**src/rtl/port_input_conditioner.sv**
```systemverilog
// -----------------------------------------------------------------------------
// port_input_conditioner
//
// Conditions WIDTH asynchronous board pins for the CPU input port. Each pin is
// brought into the clk domain through a two-flop synchronizer and then
// debounced. A new level is accepted only after DEBOUNCE_CYCLES consecutive
// clock edges on which the synchronized pin disagrees with the accepted level.
// Every accepted flip produces a one-cycle change pulse and sets a sticky
// event flag that software clears per bit.
//
// Parameters
//   DEBOUNCE_CYCLES  consecutive mismatching edges needed to flip (1..255)
//   WIDTH            number of pins conditioned
//
// Ports
//   clk         in   system clock, all state on the rising edge
//   rst         in   synchronous active-high reset, overrides all other inputs
//   in_raw      in   asynchronous pin levels from the board
//   in_evt_clr  in   per-bit clear mask for out_evt
//   out_port    out  debounced stable levels
//   out_change  out  one-cycle pulse per bit on the cycle after a flip
//   out_evt     out  sticky per-bit change flags (set beats clear)
//
// All outputs come straight from flops.
// -----------------------------------------------------------------------------
module port_input_conditioner #(
    parameter int unsigned DEBOUNCE_CYCLES = 4,
    parameter int unsigned WIDTH           = 4
) (
    input  logic             clk,
    input  logic             rst,
    input  logic [WIDTH-1:0] in_raw,
    input  logic [WIDTH-1:0] in_evt_clr,
    output logic [WIDTH-1:0] out_port,
    output logic [WIDTH-1:0] out_change,
    output logic [WIDTH-1:0] out_evt
);

    localparam int unsigned      CNT_W    = $clog2(DEBOUNCE_CYCLES + 1);
    // Count value on which the DEBOUNCE_CYCLES-th mismatching edge flips.
    localparam logic [CNT_W-1:0] CNT_LAST = CNT_W'(DEBOUNCE_CYCLES - 1);

    // Per-bit debounce state. The state is not stored separately: it is fully
    // determined by whether the synchronized pin agrees with the accepted level.
    typedef enum logic {
        ST_STABLE,
        ST_PENDING
    } bit_state_e;

    logic [WIDTH-1:0] sync1_q,  sync1_d;
    logic [WIDTH-1:0] sync2_q,  sync2_d;
    logic [WIDTH-1:0] port_q,   port_d;
    logic [WIDTH-1:0] change_q, change_d;
    logic [WIDTH-1:0] evt_q,    evt_d;
    logic [CNT_W-1:0] cnt_q [WIDTH];
    logic [CNT_W-1:0] cnt_d [WIDTH];

    bit_state_e       bit_state [WIDTH];
    logic [WIDTH-1:0] flip;

    // NOTE: every signal written here gets a default before any branch, so no
    // path through the block can leave a value unassigned and infer a latch.
    always_comb begin
        sync1_d = in_raw;
        sync2_d = sync1_q;
        flip    = '0;

        for (int i = 0; i < int'(WIDTH); i++) begin
            cnt_d[i]     = cnt_q[i];
            bit_state[i] = (sync2_q[i] == port_q[i]) ? ST_STABLE : ST_PENDING;

            unique case (bit_state[i])
                ST_STABLE: begin
                    // Pin agrees with the accepted level: any partial count
                    // from a glitch is discarded here.
                    cnt_d[i] = '0;
                end
                ST_PENDING: begin
                    if (cnt_q[i] == CNT_LAST) begin
                        flip[i]  = 1'b1;
                        cnt_d[i] = '0;
                    end else if (cnt_q[i] < CNT_LAST) begin
                        cnt_d[i] = cnt_q[i] + 1'b1;
                    end
                    // Above CNT_LAST is unreachable; the counter holds there
                    // rather than wrapping.
                end
                default: cnt_d[i] = '0;
            endcase
        end

        port_d   = port_q ^ flip;
        change_d = flip;
        // A flip sets the flag even when a clear is requested on the same edge.
        evt_d    = flip | (evt_q & ~in_evt_clr);
    end

    // NOTE: sequential state uses non-blocking assignments so every flop
    // samples pre-edge values regardless of statement order.
    always_ff @(posedge clk) begin
        if (rst) begin
            sync1_q  <= '0;
            sync2_q  <= '0;
            port_q   <= '0;
            change_q <= '0;
            evt_q    <= '0;
            // NOTE: the counter array is real per-bit state, not a RAM, so it
            // is cleared element by element; otherwise a partial count would
            // survive reset and shorten the next debounce.
            for (int i = 0; i < int'(WIDTH); i++) begin
                cnt_q[i] <= '0;
            end
        end else begin
            sync1_q  <= sync1_d;
            sync2_q  <= sync2_d;
            port_q   <= port_d;
            change_q <= change_d;
            evt_q    <= evt_d;
            for (int i = 0; i < int'(WIDTH); i++) begin
                cnt_q[i] <= cnt_d[i];
            end
        end
    end

    assign out_port   = port_q;
    assign out_change = change_q;
    assign out_evt    = evt_q;

endmodule

```
**config.mk**
```make
export PLATFORM = sky130hd
export DESIGN_NAME = port_input_conditioner
export DESIGN_NICKNAME = d
export VERILOG_FILES = /design/src/rtl/port_input_conditioner.sv
export SDC_FILE = /design/constraint.sdc
export NUM_CORES = 1
export LEC_CHECK = 0
export CORE_AREA = 2 2 57 59
export CTS_CLUSTER_SIZE = 16
export DETAILED_ROUTE_END_ITERATION = 12
export DIE_AREA = 0 0 59 61
export HOLD_SLACK_MARGIN = 0.02
export PLACE_DENSITY = 0.68
export REMOVE_ABC_BUFFERS = 1
export SLEW_MARGIN = 20
export SYNTH_ARGS = -nofsm -noshare
export SYNTH_HDL_FRONTEND = slang
export SYNTH_SLANG_ARGS = --single-unit
```
**constraint.sdc**
```tcl
create_clock -name clk -period 1.8 [get_ports clk]
set_clock_uncertainty 0.05 [all_clocks]
set_input_delay 0.54 -clock clk [delete_from_list [all_inputs] [get_ports clk]]
set_output_delay 0.54 -clock clk [all_outputs]
set_load 0.005 [all_outputs]
```
==> results of run 1 <==
-- through the flow --
step | util (%) | hold WS [ns] | instances
floorplan | - | 0.364 | 116
global placement | 52.5 | 0.371 | 171
detailed placement | 52.5 | 0.379 | 171
CTS | 55.1 | 0.396 | 181
global route | 55.7 | 0.412 | 181
finish | 55.7 | 0.394 | 181
-- power breakdown --
group / switching [mW] / total [mW] / internal (mW)
Sequential: 0.00623 / 0.725 / 0.718
Combinational: 0.0265 / 0.0630 / 0.0365
Clock: 0.229 / 0.422 / 0.193
Total: 0.262 / 1.21 / 0.947
-- worst max path at each step --
stage                        startpoint  cells after the start       endpoint  slack (ns)
after CTS                     flip-flop                      1    out_port[3]       0.007
final                         flip-flop                      1    out_port[1]        0.05
after global placement              rst                      3    cnt_q[0][0]        0.11
after floorplan             cnt_q[2][0]                      4    cnt_q[2][2]        0.41
after detailed placement            rst                      3    cnt_q[0][0]        0.07
after global routing      out_change[0]                      1  out_change[0]       0.001
-- timing repair --
item,in CTS,in global routing
endpoints found under the setup margin,4,6
cloned,0,0
resized for setup,5,8
buffers inserted,2,0
-- cells in the final DEF (no fill, tap or decap), types with 4 or more instances in the layout --
cell type	n
nor2b_1	11
dfxtp_2	7
ha_1	8
mux2i_1	4
a2111oi_2	7
nand2b_1	8
a21o_1	4
clkbuf_4	5
dlymetal6s2s_1	5
nor3b_1	4
clkdlybuf4s50_1	15
xnor2_1	4
nor2_1	13
dfxtp_1	25
inv_1	6
o21ai_0	4
-- worst register-to-register path, stage by stage, from the launching register on --
cell and delay, ns:
dfxtp_1 0.35, ha_1 0.21, ha_1 0.23, or2_1 0.28, a2111oi_2 0.29
-- kinds of logic (layout without fill, tap and decap cells) --
logic type | count (synthesis) | after routing | share of synthesized area (%)
buffers and inverters | 9 | 38 | 2.81
multiplexers | 4 | 4 | 3.10
AND/OR/NAND/NOR | 41 | 41 | 18.2
XOR/XNOR | 4 | 4 | 2.71
adder cells (fa/ha/maj) | 8 | 8 | 7.74
AO/OA/AOI/OAI | 21 | 21 | 15.9
flip-flops | 32 | 32 | 49.6
-- cell type report --
type / count / area, µm²
repair buffers: 24 / 256
multi-input cells: 78 / 616
fillers: 266 / 1310
flip-flops and latches: 32 / 649
clock buffers: 8 / 58.8
inverters: 6 / 22.5
well taps: 33 / 41.3
-- metal layers --
metal  up-vias  track usage, %  share of wire [%]
li1        473               -                  -
met1       411            15.1                 45
met2        19            22.4                 47
met3         4            6.82                6.2
met4         0            7.79                1.7
met5         -               0                  0
==> flow_metrics.py, run 1 <==
metrics = {
    "worst_hold_path": {
        "holdPathStages": 1,
        "hold_path.startpoint": "sync1_q[2]",
        "hp-class": "flip-flop to flip-flop",
        "hold_end": "sync2_q[2]",
    },
    "floorplan": {
        "die_area_um2": 3600,
        "start_util_pct": 43.8,
        "die_w_um": 59,
        "rows": 20,
        "die_h_um": 61,
        "num_io_pins": 22,
        "core_area_um2": 2950,
    },
    "clock_tree": {
        "ctsRootBufferMaster": "clkbuf_4",
        "clk_pin_slew_ns": 0.09,
        "ctsHoldBuffers": 0,
        "cts_buffers": 5,
        "clockBufferDepth": 2,
        "cts_tree": "done",
        "insertion_delay_ns": 0.33,
        "htreeDepth": 2,
        "cts_num_sinks": 32,
    },
    "worst_setup_path": {
        "ff2ff_path_depth": 4,
        "r2r-start": "cnt_q[0][0]",
        "path_max_fanout": 2,
        "critPathCaptureType": "output pin",
        "crit_type": "flip-flop to output pin",
        "cp_num_buf_inv": 1,
        "critPathLaunchType": "flip-flop",
        "cp_cell_sequence": "clkdlybuf4s50_1",
        "crit_required_ns": 1.21,
        "critical_path.max_stage_delay_ns": 0.49,
        "crit_slowest_cell": "clkdlybuf4s50_1",
        "crit_arrival_ns": 1.16,
        "r2r_setup_slack_ns": 0.29,
        "timing.rr.end": "cnt_q[0][0]",
        "cp_top_family": "buffers and inverters",
    },
    "outcome": {
        "outcome": "complete, no violations",
    },
    "synth": {
        "synth-seq-cells": 32,
        "syn-cell-area_um2": 1290,
        "ys_top_cells_by_area": "dfxtp_1 (50%), a2111oi_2 (8.1%), ha_1 (7.7%)",
        "synth_top_cell_by_area": "dfxtp_1",
        "synth_top_area_share_pct": 49.6,
        "yosysWarningCount": 0,
        "syn_inst": 119,
        "synth_most_common_cell": "dfxtp_1",
        "synthTopCellsByCount": "dfxtp_1 (32), nor2_1 (13), nor2b_1 (11), ha_1 (8), nand2b_1 (8)",
        "yosysSeqAreaShare_pct": 49.6,
        "ys.flop_type": "dfxtp_1",
        "synth-edff-count": 0,
        "syn_avg_cell_area_um2": 10.9,
        "ys_types": 20,
        "async_flop_share_pct": 0,
    },
    "flow_run": {
        "timing.max_cap.violations": 0,
    },
    "cells_and_area": {
        "insertedDiodeCount": 0,
        "final_area_um2": 1640,
        "fin_nets": 165,
        "drive_above_1_share_pct": 15.5,
        "area_delta_synth_final_pct": 27.2,
    },
    "drt": {
        "drtPass1Iterations": 4,
        "num_vias": 907,
        "drc": 0,
        "route.detailed.wl_per_inst_um": 11.4,
        "drt.antenna.violating_nets": 0,
        "routed_via_density": 5.01,
        "drtIter0Drc": 22,
        "wirelength_um": 2070,
    },
    "global_routing": {
        "grt_max_degree": 31,
        "grt_first_pass_wirelength_um": 3620,
        "grt_pass1_vias": 875,
        "antenna_found_initial": 0,
        "overflow": 0,
        "grt.total_usage_pct": 13.9,
    },
    "power": {
        "leakagePower_nw": 0.669,
        "power_mw": 1.21,
        "ir_worst_vdd_mv": 0.414,
        "p_per_area_nw_per_um2": 736,
    },
    "sta": {
        "setup_tns_ns": 0,
        "relSlewSlack_pct": 66.7,
        "hold_viol": 0,
        "tightestPinTransition_ns": 0.496,
        "fin_crit_sh_pct": 97.2,
        "setup-violations-final": 0,
        "maxSlewViolCount": 0,
        "clock.fmax_ghz": 0.571,
        "rsz0062_at_grt": "no",
        "layout_setup_ws_ns": 0.0497,
        "min_period_ns": 1.75,
    },
    "placed_design": {
        "placed_area_um2": 1550,
        "place_ws_ns": 0.0699,
        "port_buffers": 21,
        "dpl.hpwl_um": 1450,
        "gp_congestion": 0.635,
    },
}
No activity file was read; power rests on OpenSTA's default activity.
==> run 2, diff against run 1 <==
--- a/config.mk
+++ b/config.mk
@@ -6,13 +6,14 @@
 export NUM_CORES = 1
 export LEC_CHECK = 0
 export CORE_AREA = 2 2 57 59
+export CTS_BUF_LIST = sky130_fd_sc_hd__clkbuf_4 sky130_fd_sc_hd__clkbuf_8
 export CTS_CLUSTER_SIZE = 16
 export DETAILED_ROUTE_END_ITERATION = 12
 export DIE_AREA = 0 0 59 61
 export HOLD_SLACK_MARGIN = 0.02
 export PLACE_DENSITY = 0.68
 export REMOVE_ABC_BUFFERS = 1
-export SLEW_MARGIN = 20
+export SLEW_MARGIN = 0
 export SYNTH_ARGS = -nofsm -noshare
 export SYNTH_HDL_FRONTEND = slang
 export SYNTH_SLANG_ARGS = --single-unit
==> run 2 against run 1 <==
Clock power rose by 7.3%. Via count rose by 1.1%. Maximum frequency barely moved. Core utilization rose by 0.13 points. Worst hold slack got worse by 0.0016 ns. Critical endpoint unchanged. Critical path type unchanged. First-iteration DRC count fell by 18%. Global-route usage rose by 0.31 points. Worst setup slack got worse by 0.0014 ns.
==> flow_metrics.py, run 2 (synthesis results as in run 1) <==
metrics = {
    "sta": {
        "min_period_ns": 1.75,
        "relSlewSlack_pct": 65.6,
        "hold_viol": 0,
        "tightestPinTransition_ns": 0.513,
        "clock.fmax_ghz": 0.571,
        "maxSlewViolCount": 0,
        "setup-violations-final": 0,
        "setup_tns_ns": 0,
        "fin_crit_sh_pct": 97.3,
        "rsz0062_at_grt": "no",
    },
    "worst_setup_path": {
        "critPathLaunchType": "flip-flop",
        "cp_num_buf_inv": 1,
        "crit_type": "flip-flop to output pin",
        "crit_arrival_ns": 1.16,
        "cp_top_family": "buffers and inverters",
        "crit_required_ns": 1.21,
        "critPathCaptureType": "output pin",
        "critical_path.max_stage_delay_ns": 0.49,
        "path_max_fanout": 2,
        "cp_cell_sequence": "clkdlybuf4s50_1",
        "crit_slowest_cell": "clkdlybuf4s50_1",
    },
    "cells_and_area": {
        "area_delta_synth_final_pct": 27.5,
        "fin_cells": 181,
        "insertedDiodeCount": 0,
        "layout_commonest_cell": "dfxtp_1",
        "fin_nets": 165,
        "final_cell_mix": "dfxtp_1 (25), clkdlybuf4s50_1 (15), nor2_1 (13)",
        "final_util_pct": 55.8,
        "final_area_um2": 1650,
        "drive_above_1_share_pct": 16.9,
        "fillers": 264,
    },
    "placed_design": {
        "gp_congestion": 0.635,
        "placed_area_um2": 1550,
        "placedCellCount": 171,
        "dpl.hpwl_um": 1450,
        "port_buffers": 21,
    },
    "drt": {
        "drtPass1Iterations": 2,
        "wirelength_um": 2100,
        "drt.antenna.violating_nets": 0,
        "drc": 0,
        "route.detailed.wl_per_inst_um": 11.6,
        "num_vias": 917,
        "drtIter0Drc": 18,
        "routed_via_density": 5.07,
    },
    "floorplan": {
        "start_util_pct": 43.8,
        "num_io_pins": 22,
        "rows": 20,
        "core_area_um2": 2950,
        "die_w_um": 59,
        "die_h_um": 61,
        "die_area_um2": 3600,
    },
    "power": {
        "ir_worst_vdd_mv": 0.413,
        "swShare_pct": 21.2,
        "pwr-share-comb_pct": 5.1,
        "p_clk_share_pct": 36.5,
        "p_per_area_nw_per_um2": 753,
        "leakagePower_nw": 0.662,
        "p_sw_uw": 263,
        "p_seq_share_pct": 58.4,
        "p_int_uw": 978,
    },
    "clock_tree": {
        "cts_num_sinks": 32,
        "clk_pin_slew_ns": 0.09,
        "ctsHoldBuffers": 0,
        "insertion_delay_ns": 0.33,
        "htreeDepth": 2,
        "cts_buffers": 5,
        "cts_tree": "done",
        "ctsRootBufferMaster": "clkbuf_4",
        "clockBufferDepth": 2,
    },
    "flow_run": {
        "timing.max_cap.violations": 0,
    },
    "global_routing": {
        "grt.total_usage_pct": 14.3,
        "grt_max_degree": 31,
        "grt_first_pass_wirelength_um": 3690,
        "grt_pass1_vias": 882,
        "overflow": 0,
        "antenna_found_initial": 0,
    },
    "outcome": {
        "outcome": "complete, no violations",
    },
    "worst_hold_path": {
        "hp-class": "flip-flop to flip-flop",
    },
}
run 2: metrics by stage:
step | power [mW] | hold WS (ns) | worst slack [ns]
CTS | 1.26 | 0.396 | 0.00768
detailed placement | 0.805 | 0.379 | 0.0699
global route | 1.30 | 0.411 | 0.00108
floorplan | 0.766 | 0.364 | 0.410
global placement | 0.803 | 0.371 | 0.115
finish | 1.24 | 0.392 | 0.0483
run 2: layout make-up:
cell class | instances | area (µm²) | area share [%]
Sequential cell | 32 | 649 | 39.4
Multi-Input combinational cell | 78 | 616 | 37.4
Timing Repair Buffer | 24 | 253 | 15.3
Clock buffer | 8 | 66.3 | 4.02
Tap cell | 33 | 41.3 | 2.51
Inverter | 6 | 22.5 | 1.37
run 2: metal layers:
layer / GRT usage [%] / routed length (µm) / vias up
met5: 0 / 0 / -
met4: 7.79 / 35 / 0
met3: 6.82 / 129 / 4
met2: 23.2 / 1020 / 21
met1: 15.4 / 913 / 415
li1: - / - / 477
run 2: path summary, 6_finish.rpt:
check              start           to  slack [ns]  cells after the start
min reg2reg   sync1_q[0]   sync2_q[0]        0.39                      1
max            flip-flop  out_port[1]        0.05                      1
max reg2reg  cnt_q[0][0]  cnt_q[0][0]        0.29                      4
min           sync1_q[0]   sync2_q[0]        0.39                      1
run 2: worst reg2reg max path, cell delays in order (launching register included):
cell and delay, ns:
dfxtp_1 0.35, ha_1 0.21, ha_1 0.23, or2_1 0.28, a2111oi_2 0.29
run 2: what timing repair did:
action / in CTS / in global routing
setup endpoints to repair: 4 / 5
gates resized for setup: 6 / 7
buffers inserted: 2 / 0
run 2: power groups by stage:
stage | logic, mW | registers [mW] | clock network, mW
finish | 0.0629 | 0.725 | 0.453
global route | 0.0690 | 0.726 | 0.503
CTS | 0.0640 | 0.725 | 0.475
detailed placement | 0.0639 | 0.741 | 0
global placement | 0.0626 | 0.741 | 0
floorplan | 0.0260 | 0.740 | 0
